**src/rtl/fpu_issue_arbiter.sv**
```systemverilog
// fpu_issue_arbiter: shares one pipelined FP add/sub unit between two
// requesters. Round-robin issue, a tag shift register that follows each op
// through the pipeline, and a per-requester response FIFO. Issue is limited
// by credits so a response FIFO can never overflow.
module fpu_issue_arbiter #(
   parameter int ALU_LAT   = 4,
   parameter int RSP_DEPTH = 4
) (
   input  logic        FPUCLK,
   input  logic        FPURSTN,
   input  logic        REQ0_VALID,
   output logic        REQ0_READY,
   input  logic [31:0] REQ0_A,
   input  logic [31:0] REQ0_B,
   input  logic [2:0]  REQ0_CTRL,
   output logic        RSP0_VALID,
   input  logic        RSP0_READY,
   output logic [31:0] RSP0_DATA,
   input  logic        REQ1_VALID,
   output logic        REQ1_READY,
   input  logic [31:0] REQ1_A,
   input  logic [31:0] REQ1_B,
   input  logic [2:0]  REQ1_CTRL,
   output logic        RSP1_VALID,
   input  logic        RSP1_READY,
   output logic [31:0] RSP1_DATA,
   output logic [31:0] ALU_A,
   output logic [31:0] ALU_B,
   output logic [2:0]  ALU_CTRL,
   input  logic [31:0] ALU_OUT,
   output logic        BUSY,
   output logic        ILLEGAL_OP
);

   localparam int PTR_W = $clog2(RSP_DEPTH);
   localparam int CNT_W = $clog2(RSP_DEPTH + 1);
   localparam logic [CNT_W-1:0] MAX_OUT = CNT_W'(RSP_DEPTH);
   localparam logic [2:0] OP_ADD = 3'b000;
   localparam logic [2:0] OP_SUB = 3'b001;
   localparam logic [2:0] OP_NOP = 3'b111;

   logic [CNT_W-1:0] outstanding [2];
   logic [CNT_W-1:0] fifo_count [2];
   logic [PTR_W-1:0] wr_ptr [2];
   logic [PTR_W-1:0] rd_ptr [2];
   logic [31:0]      fifo_mem [2][RSP_DEPTH];

   logic [ALU_LAT-1:0] tag_valid;
   logic [ALU_LAT-1:0] tag_id;

   logic       rr_last;
   logic       illegal_q;
   logic [1:0] req_valid;
   logic [1:0] rsp_ready;
   logic [1:0] pop;
   logic [1:0] push;
   logic [1:0] eligible;
   logic [1:0] grant;
   logic [1:0] issue_vec;
   logic       winner;
   logic       grant_any;
   logic       legal;
   logic       issue;
   logic [2:0] win_ctrl;

   assign req_valid = {REQ1_VALID, REQ0_VALID};
   assign rsp_ready = {RSP1_READY, RSP0_READY};

   // Pops, pushes and credit-based eligibility; a pop in the same cycle frees a credit
   always_comb begin
      pop      = '0;
      push     = '0;
      eligible = '0;
      for (int n = 0; n < 2; n++) begin
         pop[n]      = (fifo_count[n] != '0) && rsp_ready[n];
         eligible[n] = req_valid[n] && ((outstanding[n] < MAX_OUT) || pop[n]);
      end
      if (tag_valid[ALU_LAT-1]) begin
         push = tag_id[ALU_LAT-1] ? 2'b10 : 2'b01;
      end
   end

   // Round-robin pick of the winner and drive of the pipeline inputs
   always_comb begin
      winner    = 1'b0;
      grant_any = |eligible;
      if (eligible[0] && eligible[1]) begin
         winner = ~rr_last;
      end else if (eligible[1]) begin
         winner = 1'b1;
      end
      grant     = grant_any ? (winner ? 2'b10 : 2'b01) : 2'b00;
      win_ctrl  = winner ? REQ1_CTRL : REQ0_CTRL;
      legal     = (win_ctrl == OP_ADD) || (win_ctrl == OP_SUB);
      issue     = grant_any && legal;
      issue_vec = issue ? grant : 2'b00;
      ALU_A     = '0;
      ALU_B     = '0;
      ALU_CTRL  = OP_NOP;
      if (issue) begin
         ALU_A    = winner ? REQ1_A : REQ0_A;
         ALU_B    = winner ? REQ1_B : REQ0_B;
         ALU_CTRL = win_ctrl;
      end
   end

   // Round-robin pointer and sticky illegal-opcode flag
   always_ff @(posedge FPUCLK or negedge FPURSTN) begin
      if (!FPURSTN) begin
         rr_last   <= 1'b1;
         illegal_q <= 1'b0;
      end else begin
         if (grant_any) begin
            rr_last <= winner;
         end
         if (grant_any && !legal) begin
            illegal_q <= 1'b1;
         end
      end
   end

   // Tag shift register that tracks each issued op through the pipeline
   always_ff @(posedge FPUCLK or negedge FPURSTN) begin
      if (!FPURSTN) begin
         tag_valid <= '0;
         tag_id    <= '0;
      end else begin
         tag_valid <= {tag_valid[ALU_LAT-2:0], issue};
         tag_id    <= {tag_id[ALU_LAT-2:0], winner};
      end
   end

   // Outstanding credits and FIFO pointers/occupancy per requester
   always_ff @(posedge FPUCLK or negedge FPURSTN) begin
      if (!FPURSTN) begin
         for (int n = 0; n < 2; n++) begin
            outstanding[n] <= '0;
            fifo_count[n]  <= '0;
            wr_ptr[n]      <= '0;
            rd_ptr[n]      <= '0;
         end
      end else begin
         for (int n = 0; n < 2; n++) begin
            if (issue_vec[n] && !pop[n]) begin
               outstanding[n] <= outstanding[n] + CNT_W'(1);
            end else if (!issue_vec[n] && pop[n]) begin
               outstanding[n] <= outstanding[n] - CNT_W'(1);
            end
            if (push[n] && !pop[n]) begin
               fifo_count[n] <= fifo_count[n] + CNT_W'(1);
            end else if (!push[n] && pop[n]) begin
               fifo_count[n] <= fifo_count[n] - CNT_W'(1);
            end
            if (push[n]) begin
               wr_ptr[n] <= wr_ptr[n] + PTR_W'(1);
            end
            if (pop[n]) begin
               rd_ptr[n] <= rd_ptr[n] + PTR_W'(1);
            end
         end
      end
   end

   // Response storage; contents need no reset since occupancy gates visibility
   always_ff @(posedge FPUCLK) begin
      for (int n = 0; n < 2; n++) begin
         if (push[n]) begin
            fifo_mem[n][wr_ptr[n]] <= ALU_OUT;
         end
      end
   end

   assign REQ0_READY = grant[0];
   assign REQ1_READY = grant[1];
   assign RSP0_VALID = (fifo_count[0] != '0);
   assign RSP1_VALID = (fifo_count[1] != '0);
   assign RSP0_DATA  = fifo_mem[0][rd_ptr[0]];
   assign RSP1_DATA  = fifo_mem[1][rd_ptr[1]];
   assign BUSY       = (|tag_valid) || (fifo_count[0] != '0) || (fifo_count[1] != '0);
   assign ILLEGAL_OP = illegal_q;

endmodule
```
**config.mk**
```make
export PLATFORM = sky130hd
export DESIGN_NAME = fpu_issue_arbiter
export DESIGN_NICKNAME = d
export VERILOG_FILES = /design/src/rtl/fpu_issue_arbiter.sv
export SDC_FILE = /design/constraint.sdc
export NUM_CORES = 1
export LEC_CHECK = 0
export ABC_AREA = 1
export CAP_MARGIN = 5
export CORE_ASPECT_RATIO = 1.75
export CORE_MARGIN = 4
export CORE_UTILIZATION = 48
export CTS_BUF_LIST = sky130_fd_sc_hd__clkbuf_4
export CTS_CLUSTER_DIAMETER = 60
export DETAILED_ROUTE_END_ITERATION = 10
export PLACE_DENSITY = 0.78
export SYNTH_ARGS = -nofsm -noshare
export SYNTH_HDL_FRONTEND = slang
export SYNTH_SLANG_ARGS = --single-unit
```
**constraint.sdc**
```tcl
create_clock -name FPUCLK -period 3.2 [get_ports FPUCLK]
set_input_delay 0.96 -clock FPUCLK [delete_from_list [all_inputs] [get_ports FPUCLK]]
set_output_delay 0.96 -clock FPUCLK [all_outputs]
set_load 0.005 [all_outputs]
```
==> impl_metrics.csv <==
group,metric,value,unit
timing,min_period,3.58,ns
outcome,violations,"setup timing",
clocking,path_clk_slew,0.07,ns
global_routing,antenna_found_initial,14,
critical_path,critical_path_class,"in -> out",
timing,drv_slew,0,
clocking,clockBufferDepth,3,
clocking,cts_tree,"built",
global_routing,grt_pass1_wl,63.2,mm
placed_design,dpl.hpwl,26.8,mm
clocking,root_buffer,"clkbuf_4",
critical_path,cp_max_fo,5,
critical_path,rr_worst_depth,16,
critical_path,r2r_setup_slack,0.57,ns
synthesis,synthDistinctLibCells,26,
timing,slew_headroom,0.512,
detailed_routing,drc_errors,0,
detailed_routing,routed-via-count,10951,
detailed_routing,routedWlPerCell,23.7,um
floorplanning,start_util,0.487,
worst_hold_path,hp-start,"tag_id[0]",
critical_path,max_stage_delay,0.42,ns
power,power.switching,5.18,mW
timing,setup_viol,69,
synthesis,synth_enable_flop_cells,256,
clocking,worstSkewPairLatency,0.68,ns
placed_design,place_inst,1723,
timing,rsz0062_at_grt,"yes",
synthesis,syn_nets,1307,
clocking,cts_max_level,2,
critical_path,r2r-end,"outstanding[2]",
timing,period_share,1.12,
synthesis,synthCells,1119,
synthesis,synth_largest_area_cell,"edfxtp_1",
final_layout,area_growth,52.2,%
global_routing,grt_pass1_vias,11208,
clocking,cts_buffers,55,
critical_path,critPathSlowestCell,"clkdlybuf4s50_1",
final_layout,nFillCells,1545,
synthesis,synth_area,12300,um2
clocking,ctsHoldBuffers,0,
power,power_density,755,nW/um2
synthesis,ys_warn_count,0,
critical_path,cp.required,2.24,ns
global_routing,grt.total_usage,0.300,
critical_path,endpoint_kind,"output port",
detailed_routing,vias_per_cell,5.69,
power,combPwrFrac,0.493,
critical_path,cp-startpoint,"REQ0_CTRL[2]",
timing,worst_slack,-0.377,ns
global_routing,grt_max_degree,34,
power,power_frac_clock,0.180,
critical_path,endpoint,"ALU_A[6]",
placed_design,dpl_cell_area,16100,um2
worst_hold_path,holdCritPathClass,"reg -> reg",
placed_design,port_buffers,308,
power,p_leak,7.97,nW
final_layout,finalNonFillerCells,1924,
power,ir_worst_vdd,0.000397,V
timing,tns,-17.06,ns
synthesis,syn_area_per_cell,11.0,um2
detailed_routing,ant_nets,0,
synthesis,synth_seq_cells,286,
timing,fmax,0.280,GHz
power,switching_share,0.365,
global_routing,grt_overflow,0,
critical_path,crit_arrival,2.62,ns
floorplanning,io_pins,309,
detailed_routing,first_pass_iters,5,
floorplanning,die_height,220,um
power,totalPowerFinal,14.2,mW
floorplanning,die_w,129,um
timing,worst_slew_pin_slew,0.731,ns
critical_path,r2r-start,"fifo_count[4]",
final_layout,final_nets,1742,
synthesis,async_flop_share,0.105,
detailed_routing,routed_wl,45.5,mm
synthesis,synth_area_leaders,"edfxtp_1, nand2_1, dfrtp_1, o21ai_0, nor2_1",
final_layout,utilization,0.741,
floorplanning,core,25300,um2
final_layout,final_common_cell,"edfxtp_1",
clocking,clock_sinks,286,
critical_path,cp_common_cell,"buf_12",
run,maxCapViolCount,0,
synthesis,dominantRegCellSynth,"edfxtp_1",
synthesis,synth_top_area_share,0.623,
final_layout,final_cell_mix,"edfxtp_1, clkdlybuf4s50_1, nor2_1",
final_layout,layout-drive-gt1-share,0.300,
detailed_routing,dr.first_iter.drc_count,791,
power,internal_power,8.99,mW
placed_design,place_congestion,0.905,
timing,fin_skew,0.0257,ns
power,power_frac_seq,0.327,
floorplanning,num_rows,77,
timing,hold_viol_final,0,
floorplanning,die_area,28400,um2
critical_path,path_cells,"clkdlybuf4s50_1 > nor2_1 > nand3_4 > nand2_4 > buf_12 > buf_12 > buf_16 > buf_8 > nand2_2 > inv_1 > buf_2",
synthesis,ys_seq_area_frac,0.684,
final_layout,stdcell_area,18800,um2
outcome,outcome,"complete, but fails checks",
critical_path,cp-start-kind,"input pin",
==> cell usage after synthesis (2+ instances only) <==
library cell / instances
a21oi_1: 6
buf_2: 20
buf_6: 3
clkbuf_1: 44
dfrtp_1: 29
edfxtp_1: 256
fa_1: 4
ha_1: 12
inv_1: 89
inv_2: 10
mux2_2: 4
nand2_1: 206
nand2_2: 5
nand3_1: 67
nor2_1: 144
nor3_1: 2
o21ai_0: 136
o22ai_1: 64
xnor2_1: 6
xor2_1: 6
==> final cells by class <==
class	count	area, um2	area share
clock buffers	81	608	0.0324
diodes	10	25.0	0.00133
inverters	99	384	0.0205
multi-input cells	666	3920	0.209
clock inverters	20	105	0.00560
well taps	316	395	0.0211
repair buffers	446	4890	0.261
flip-flops and latches	286	8440	0.450
==> sequential cells by signal, summed over array words and instances, names as in the netlist, 4 cells and up <==
| register | count |
|---|---|
| wr_ptr | 4 |
| fifo_mem | 256 |
| fifo_count | 6 |
| tag_valid | 4 |
| outstanding | 6 |
| tag_id | 4 |
| rd_ptr | 4 |
==> metrics by stage <==
stage               setup slack [ns]  hold slack [ns]
CTS                           -0.299            0.369
finish                        -0.377            0.365
detailed placement            -0.847            0.335
floorplan                      0.376            0.331
global route                  -0.474            0.376
global placement              -0.825            0.334
==> power groups by stage <==
stage          clock (mW)  combinational (mW)  sequential (mW)
3_5_place_dp            0                5.43             4.74
4_1_cts              2.57                6.55             4.62
2_1_floorplan           0                2.52             4.66
5_1_grt              2.78                7.43             4.67
6_report             2.55                6.99             4.64
3_3_place_gp            0                5.29             4.72
==> worst max-delay path, delay by kind of cell <==
kind / cells / cell delay [ns]
and+or+nand+nor: 4 / 0.55
buffers and inverters: 7 / 1.09
==> repair_timing <==
action / 4_1_cts / 5_1_grt
resized for setup: 517 / 147
setup endpoints to repair: 133 / 88
buffers inserted: 58 / 19
hold endpoints to repair: 0 / 0
pin swaps: 62 / 28
cloned: 19 / 2
==> routing by layer <==
layer	vias up	track usage	part of all wire
li1	4761	-	-
met1	5223	0.317	0.30
met2	759	0.522	0.51
met3	196	0.0868	0.11
met4	12	0.178	0.070
met5	-	0	0.0017
==> kinds of logic (layout without fill, tap and decap cells) <==
kind of cell | count (synthesis) | in the layout | share of synthesized area
flops | 286 | 286 | 0.684
simple gates | 427 | 427 | 0.139
compound gates | 207 | 207 | 0.0910
other cells | 0 | 10 | 0
xor+xnor | 12 | 12 | 0.00852
mux | 4 | 4 | 0.00365
buf+inv | 167 | 646 | 0.0547
fa+ha+maj | 16 | 16 | 0.0187
==> how the worst min path moves through the flow <==
stage,end,cells after the start,slack (ns)
floorplan,tag_id[1],0,0.33
global placement,tag_id[1],0,0.33
detailed placement,tag_id[1],0,0.33
CTS,tag_id[1],0,0.37
global route,tag_id[2],0,0.38
finish,tag_id[1],0,0.36
Power figures use the tool's default switching activity.
